<file path="config.mk">
export PLATFORM = sky130hd
export DESIGN_NAME = serial_tx_shifter
export DESIGN_NICKNAME = d
export VERILOG_FILES = /design/src/rtl/serial_tx_shifter.sv
export SDC_FILE = /design/constraint.sdc
export NUM_CORES = 1
export LEC_CHECK = 0
export BUFFER_PORTS_ARGS = -buffer_cell sky130_fd_sc_hd__buf_2
export CAP_MARGIN = 25
export CORE_ASPECT_RATIO = 0.7
export CORE_UTILIZATION = 39
export CTS_BUF_LIST = sky130_fd_sc_hd__clkbuf_2
export CTS_CLUSTER_DIAMETER = 40
export DETAILED_ROUTE_END_ITERATION = 8
export GPL_ROUTABILITY_DRIVEN = 0
export PLACE_DENSITY = 0.69
export RECOVER_POWER = 100
export SLEW_MARGIN = 20
export SYNTH_ARGS = -nofsm -noshare
export SYNTH_HDL_FRONTEND = slang
export SYNTH_SLANG_ARGS = --single-unit
</file>
<file path="constraint.sdc">
create_clock -name clk -period 1.6 [get_ports clk]
set_input_delay 0.32 -clock clk [delete_from_list [all_inputs] [get_ports clk]]
set_output_delay 0.32 -clock clk [all_outputs]
set_load 0.03 [all_outputs]
</file>
<file path="src/rtl/serial_tx_shifter.sv">
`default_nettype none
// ============================================================================
//  Module   : serial_tx_shifter
//  Purpose  : Loads a parallel word and shifts it out MSB-first, one bit/cycle.
//  Revision : 1.0 - initial release
// ============================================================================
module serial_tx_shifter #(
    parameter int NBits = 8
) (
    input  logic             clk,
    input  logic             rst,
    input  logic             start,
    input  logic [NBits-1:0] data_in,
    input  logic             abort,
    output logic             ready,
    output logic             busy,
    output logic             serial_out,
    output logic             bit_valid,
    output logic             done
);

    localparam int                 c_CNT_W = $clog2(NBits + 1);
    localparam logic [c_CNT_W-1:0] c_LAST  = c_CNT_W'(NBits - 1);

    typedef enum logic [1:0] {
        S_IDLE  = 2'd0,
        S_SHIFT = 2'd1,
        S_DONE  = 2'd2
    } state_t;

    state_t             r_state;
    logic [NBits-1:0]   r_shreg;
    logic [c_CNT_W-1:0] r_cnt;
    logic               r_ready;
    logic               r_busy;
    logic               r_serial_out;
    logic               r_bit_valid;
    logic               r_done;

    // Outputs are registered alongside the state, so each reflects the state being entered.
    always_ff @(posedge clk) begin
        if (!rst) begin
            r_state      <= S_IDLE;
            r_shreg      <= '0;
            r_cnt        <= '0;
            r_ready      <= 1'b1;
            r_busy       <= 1'b0;
            r_serial_out <= 1'b0;
            r_bit_valid  <= 1'b0;
            r_done       <= 1'b0;
        end else begin
            case (r_state)
                S_IDLE: begin
                    if (start) begin
                        r_state      <= S_SHIFT;
                        r_shreg      <= data_in;
                        r_cnt        <= '0;
                        r_ready      <= 1'b0;
                        r_busy       <= 1'b1;
                        r_serial_out <= data_in[NBits-1];
                        r_bit_valid  <= 1'b1;
                        r_done       <= 1'b0;
                    end
                end
                S_SHIFT: begin
                    if (abort) begin
                        r_state      <= S_IDLE;
                        r_shreg      <= '0;
                        r_cnt        <= '0;
                        r_ready      <= 1'b1;
                        r_busy       <= 1'b0;
                        r_serial_out <= 1'b0;
                        r_bit_valid  <= 1'b0;
                        r_done       <= 1'b0;
                    end else if (r_cnt == c_LAST) begin
                        r_state      <= S_DONE;
                        r_shreg      <= '0;
                        r_ready      <= 1'b0;
                        r_busy       <= 1'b0;
                        r_serial_out <= 1'b0;
                        r_bit_valid  <= 1'b0;
                        r_done       <= 1'b1;
                    end else begin
                        r_shreg      <= {r_shreg[NBits-2:0], 1'b0};
                        r_cnt        <= r_cnt + c_CNT_W'(1);
                        r_serial_out <= r_shreg[NBits-2];
                    end
                end
                S_DONE: begin
                    r_state      <= S_IDLE;
                    r_cnt        <= '0;
                    r_ready      <= 1'b1;
                    r_busy       <= 1'b0;
                    r_serial_out <= 1'b0;
                    r_bit_valid  <= 1'b0;
                    r_done       <= 1'b0;
                end
                default: begin
                    r_state      <= S_IDLE;
                    r_shreg      <= '0;
                    r_cnt        <= '0;
                    r_ready      <= 1'b1;
                    r_busy       <= 1'b0;
                    r_serial_out <= 1'b0;
                    r_bit_valid  <= 1'b0;
                    r_done       <= 1'b0;
                end
            endcase
        end
    end

    assign ready      = r_ready;
    assign busy       = r_busy;
    assign serial_out = r_serial_out;
    assign bit_valid  = r_bit_valid;
    assign done       = r_done;

endmodule
`default_nettype wire

</file>
# After elaboration in Yosys (flattened, before gate mapping)
# Index checks and enable logic that the tools add are counted.
# W data, S select, Z words.
[op_classes] n_mux=26 eq_ne=6 addsub=1 reduce_logical=4 bitwise_logic=1
[op_table] op="$mux W7" n=3
[op_table] op="$pmux W7 S3" n=1
[op_table] op="$mux W4" n=3
[op_table] op="$mux W1" n=10
[op_table] op="$pmux W1 S2" n=4
[op_table] op="$pmux W4 S2" n=1
[op_table] op="$mux W2" n=3
[op_table] op="$ne A3 B3 Y1 const B" n=2
[op_table] op="$reduce_and A2 Y1" n=3
[op_table] op="$add A4 B1 Y4 const B" n=1
[op_table] op="$eq A4 B3 Y1 const B" n=1
[op_table] op="$pmux W2 S2" n=1
[op_table] op="$eq A2 B1 Y1 const B" n=1
[op_table] op="$eq A2 B2 Y1 const B" n=1
[op_table] op="$logic_not A2 Y1" n=1
[op_table] op="$ne A2 B2 Y1 const B" n=1
[op_table] op="$not A1 Y1" n=1
[totals] wordCells=45 ff_bits=17 inputBits=12

# Longest topological paths before layout
[logic_depth] depth_word=4 ltp_mapped=6

# Worst setup path before layout
# Ideal clock, no wire load.
[synth_timing] path_type="register to register" from="register r_state[0]" to="register r_shreg[2]" t_arrival_ps=1436 required_ps=1540 n_path_buf=1 synth_period_minus_slack_ps=1496 path_stages_with_launch=6 setup_slack_ps=104 setup_ps=60 cell_sequence="dfxtp_1 -> or3b_4 -> nor2_4 -> buf_6 -> o2bb2ai_1 -> and3_1"
[synth_between] elab_chain_cells=3 elab_cells_between_ends=7 cone_classes="eq/ne: 3; mux: 1; bitwise: 1; reduce/logical: 2"
[synth_rtl] item="start: declaration" line="31" rtl="state_t r_state;"
[synth_rtl] item="start signal: assignment" line="43" rtl="r_state <= S_IDLE;"
[synth_rtl] item="start signal: assignment" line="55" rtl="r_state <= S_SHIFT;"
[synth_rtl] item="start signal: assignment" line="67" rtl="r_state <= S_IDLE;"
[synth_rtl] item="$logic_not A2 Y1 / $eq A2 B2 Y1 (equally long branches)" line="52" rtl="case (r_state)"
[synth_rtl] item="$ne A2 B2 Y1 (no line) / $not A1 Y1 (equally long branches)"
[synth_rtl] item="$reduce_and A2 Y1 (no line)"
[synth_rtl] item="end signal: assignment" line="56" rtl="r_shreg <= data_in;"
[synth_rtl] item="end signal: assignment" line="84" rtl="r_shreg <= {r_shreg[NBits-2:0], 1'b0};"
[synth_rtl] item="end: declaration" line="32" rtl="logic [NBits-1:0] r_shreg;"
# Several ways; a longest one is shown, not always the timed one.
# A chain may end at the register's enable or synchronous reset.

# Worst setup path in the final report
[layout_timing] from="register r_cnt[0]" to="register r_shreg[6]"
[layout_between] elab_chain_cells=4
[layout_rtl] item="start: declaration" line="33" rtl="logic [c_CNT_W-1:0] r_cnt;"
[layout_rtl] item="start signal: assignment" line="85" rtl="r_cnt <= r_cnt + c_CNT_W'(1);"
[layout_rtl] item="$eq A4 B3 Y1" line="75" rtl="end else if (r_cnt == c_LAST) begin"
[layout_rtl] item="$mux W7" line="75"
[layout_rtl] item="$mux W7" line="66" rtl="if (abort) begin"
[layout_rtl] item="$pmux W7 S3" line="52"
# Every way passes these cells.

==> metrics.yaml <==
global_route:
  grt_pass1_vias: 594
  grt_pass1_wl_mm: 2.670
  grt-ovfl-total: 0
  grt_max_degree: 23
  antenna_found_initial: 0
  grtUsageTotal_pct: 15.97
place:
  dpl.hpwl_mm: 1.239
  io_buffers: 16
  dp_slack_ns: 0.1368
pwr:
  ir_drop_mv: 0.3740
  pwr_density_cell_mw_per_mm2: 793.4
  leakagePower_nw: 0.3994
  p_total_mw: 0.7445
clocking:
  htree_levels: 1
  path_clk_slew_ns: 0.15
  clk_latency_ns: 0.29
  clk_path_buf_depth: 2
  cts_tree: "built"
  root_buffer: "clkbuf_2"
  cts_sinks: 16
  cts-buffers-inserted: 3
  cts_setup_buffers: 0
timing:
  fmax_mhz: 676.6
  worst_pin_slew_ns: 0.4188
  setup_ws_ns: 0.1220
  setup_viol: 0
  hold_viol: 0
  fin_skew_ns: 0.004285
  holdWs_ns: 0.2792
  min_period_ns: 1.478
  slew_violations: 0
  slew-limit-headroom_pct: 71.87
  rsz0062_at_grt: "true"
  finalSetupTns_ns: 0
  fin_crit_sh_pct: 92.38
setup_path:
  worstSetupEndpointType: "flip-flop"
  path_class: "reg2reg"
  worstSetupStartpointType: "flip-flop"
  worst_ep_required_time_ns: 1.85
  cp_max_fo: 11
  arrival_ns: 1.73
synth:
  synth_cells: 100
  avgSynthCellArea_um2: 8.346
  syn_nets: 113
  yosysWarnings: 0
  synth_area_um2: 834.6
  ys_types: 30
  synth-seq-cells: 16
  ys_seq_area_share_pct: 38.38
cells_and_area:
  syn_to_final_growth_pct: 12.44
  num_antenna_cells: 0
  drive_gt1_share_pct: 20.00
  layout_common_cells: "dfxtp_1 (16), buf_2 (13), a21oi_1 (11), o21ai_0 (10), nor2b_1 (8)"
  mostFrequentLayoutCell: "dfxtp_1"
  fillCellCount: 193
  nets: 130
  final_core_utilization_pct: 48.48
routing:
  postRouteAntennaNets: 0
  wire_per_inst_um: 12.33
  via_count: 718
  totalWireLength_mm: 1.689
  drtIter0Drc: 32
  firstDrtPassIters: 6
  drcViolationCount: 5
  vias_per_cell: 5.241
floorplanning:
  core_area_mm2: 0.001936
  io_pins: 17
  initial_core_util_pct: 43.12
  die-area_mm2: 0.002332
  die_h_um: 40.70
  row_count: 13
  die_x_um: 57.29
min_path:
  worstHoldPathType: "in2reg"
flow_run:
  drv_cap: 0
status:
  violations: "DRC"
  status: "finished with violations"
power breakdown:
part / internal (mW) / switching (mW) / total (mW)
Clock: 0.0511 / 0.127 / 0.178
Sequential: 0.418 / 0.0130 / 0.431
Combinational: 0.0548 / 0.0802 / 0.135
Total: 0.524 / 0.220 / 0.744
cell type report:
class                      instances  area (µm²)  area share, %
clock buffer                       3       15.01          1.600
inverter                           7       26.28          2.800
multi-input combinational         70       452.9          48.27
sequential                        16       320.3          34.13
tap                               22       27.53          2.933
timing repair buffer              19       96.34          10.27
what timing repair did:
item                       4_1_cts  5_1_grt
hold buffers                     0        0
resized for setup                0        1
setup endpoints to repair        0        1
cells in the mapped netlist (all sizes together):
library cell,instances,area share (%)
dfxtp,16,38
and3b,1,1.0
xnor2,1,1.0
o21ai,10,6.0
nor2b,8,6.0
inv,7,3.1
nand2,5,2.2
and4,1,1.0
clkbuf,2,0.90
mux2i,1,1.2
o2111a,1,1.3
nand2b,2,1.5
and3,6,4.5
ha,1,1.5
o211a,1,1.2
a211oi,2,2.4
o21bai,1,0.90
or3b,1,1.3
buf,5,3.9
nor2,4,2.7
o2bb2ai,6,6.3
nor3,3,1.8
nand3,2,1.2
nor3b,2,1.8
a21oi,11,6.6
final timing paths:
path                              endpoint  cells past startpoint  startpoint  slack [ns]
worst min register to register       ready                      2       ready        0.47
worst min-delay path                 ready                      3       abort        0.28
worst max register to register  r_shreg[6]                      5    r_cnt[0]        0.12
worst max-delay path            r_shreg[6]                      5    r_cnt[0]        0.12
registers in the layout, indices dropped and copies added (netlist names):
name,count
r_shreg,7
r_cnt,4
r_state,2
done,1
ready,1
serial_out,1
critical path: stages, from the launching register on:
cell and delay (ns):
dfxtp_1 0.36, ha_1 0.23, and3b_1 0.26, nor2_4 0.26, o2bb2ai_1 0.15, and3_1 0.16
per-stage QoR:
stage                     instance area, µm²  std cells
final                                  938.4        137
after global routing                   938.4        137
after CTS                              939.7        137
after detailed placement               924.6        134
after global placement                 924.6        134
after floorplan                        834.6        100
cell families (layout without fill, tap and decap cells):
family          after synthesis  count (layout)  share of synthesized area, %
compound gates               32              32                         24.74
xor+xnor                      1               1                         1.050
fa+ha+maj                     1               1                         1.499
buf+inv                      14              29                         7.947
flops                        16              16                         38.38
mux                           1               1                         1.199
simple gates                 35              35                         25.19
metal layers:
metal  part of all wire [%]  vias to the layer above  wire length [µm]  GRT usage, %
li1                       -                      384                 -             -
met1                     53                      310               901         21.76
met2                     39                       22               663         23.53
met3                    6.9                        2               117         6.625
met4                   0.36                        0                 6         3.659
met5                      0                        -                 0             0
Power figures use the tool's default switching activity.
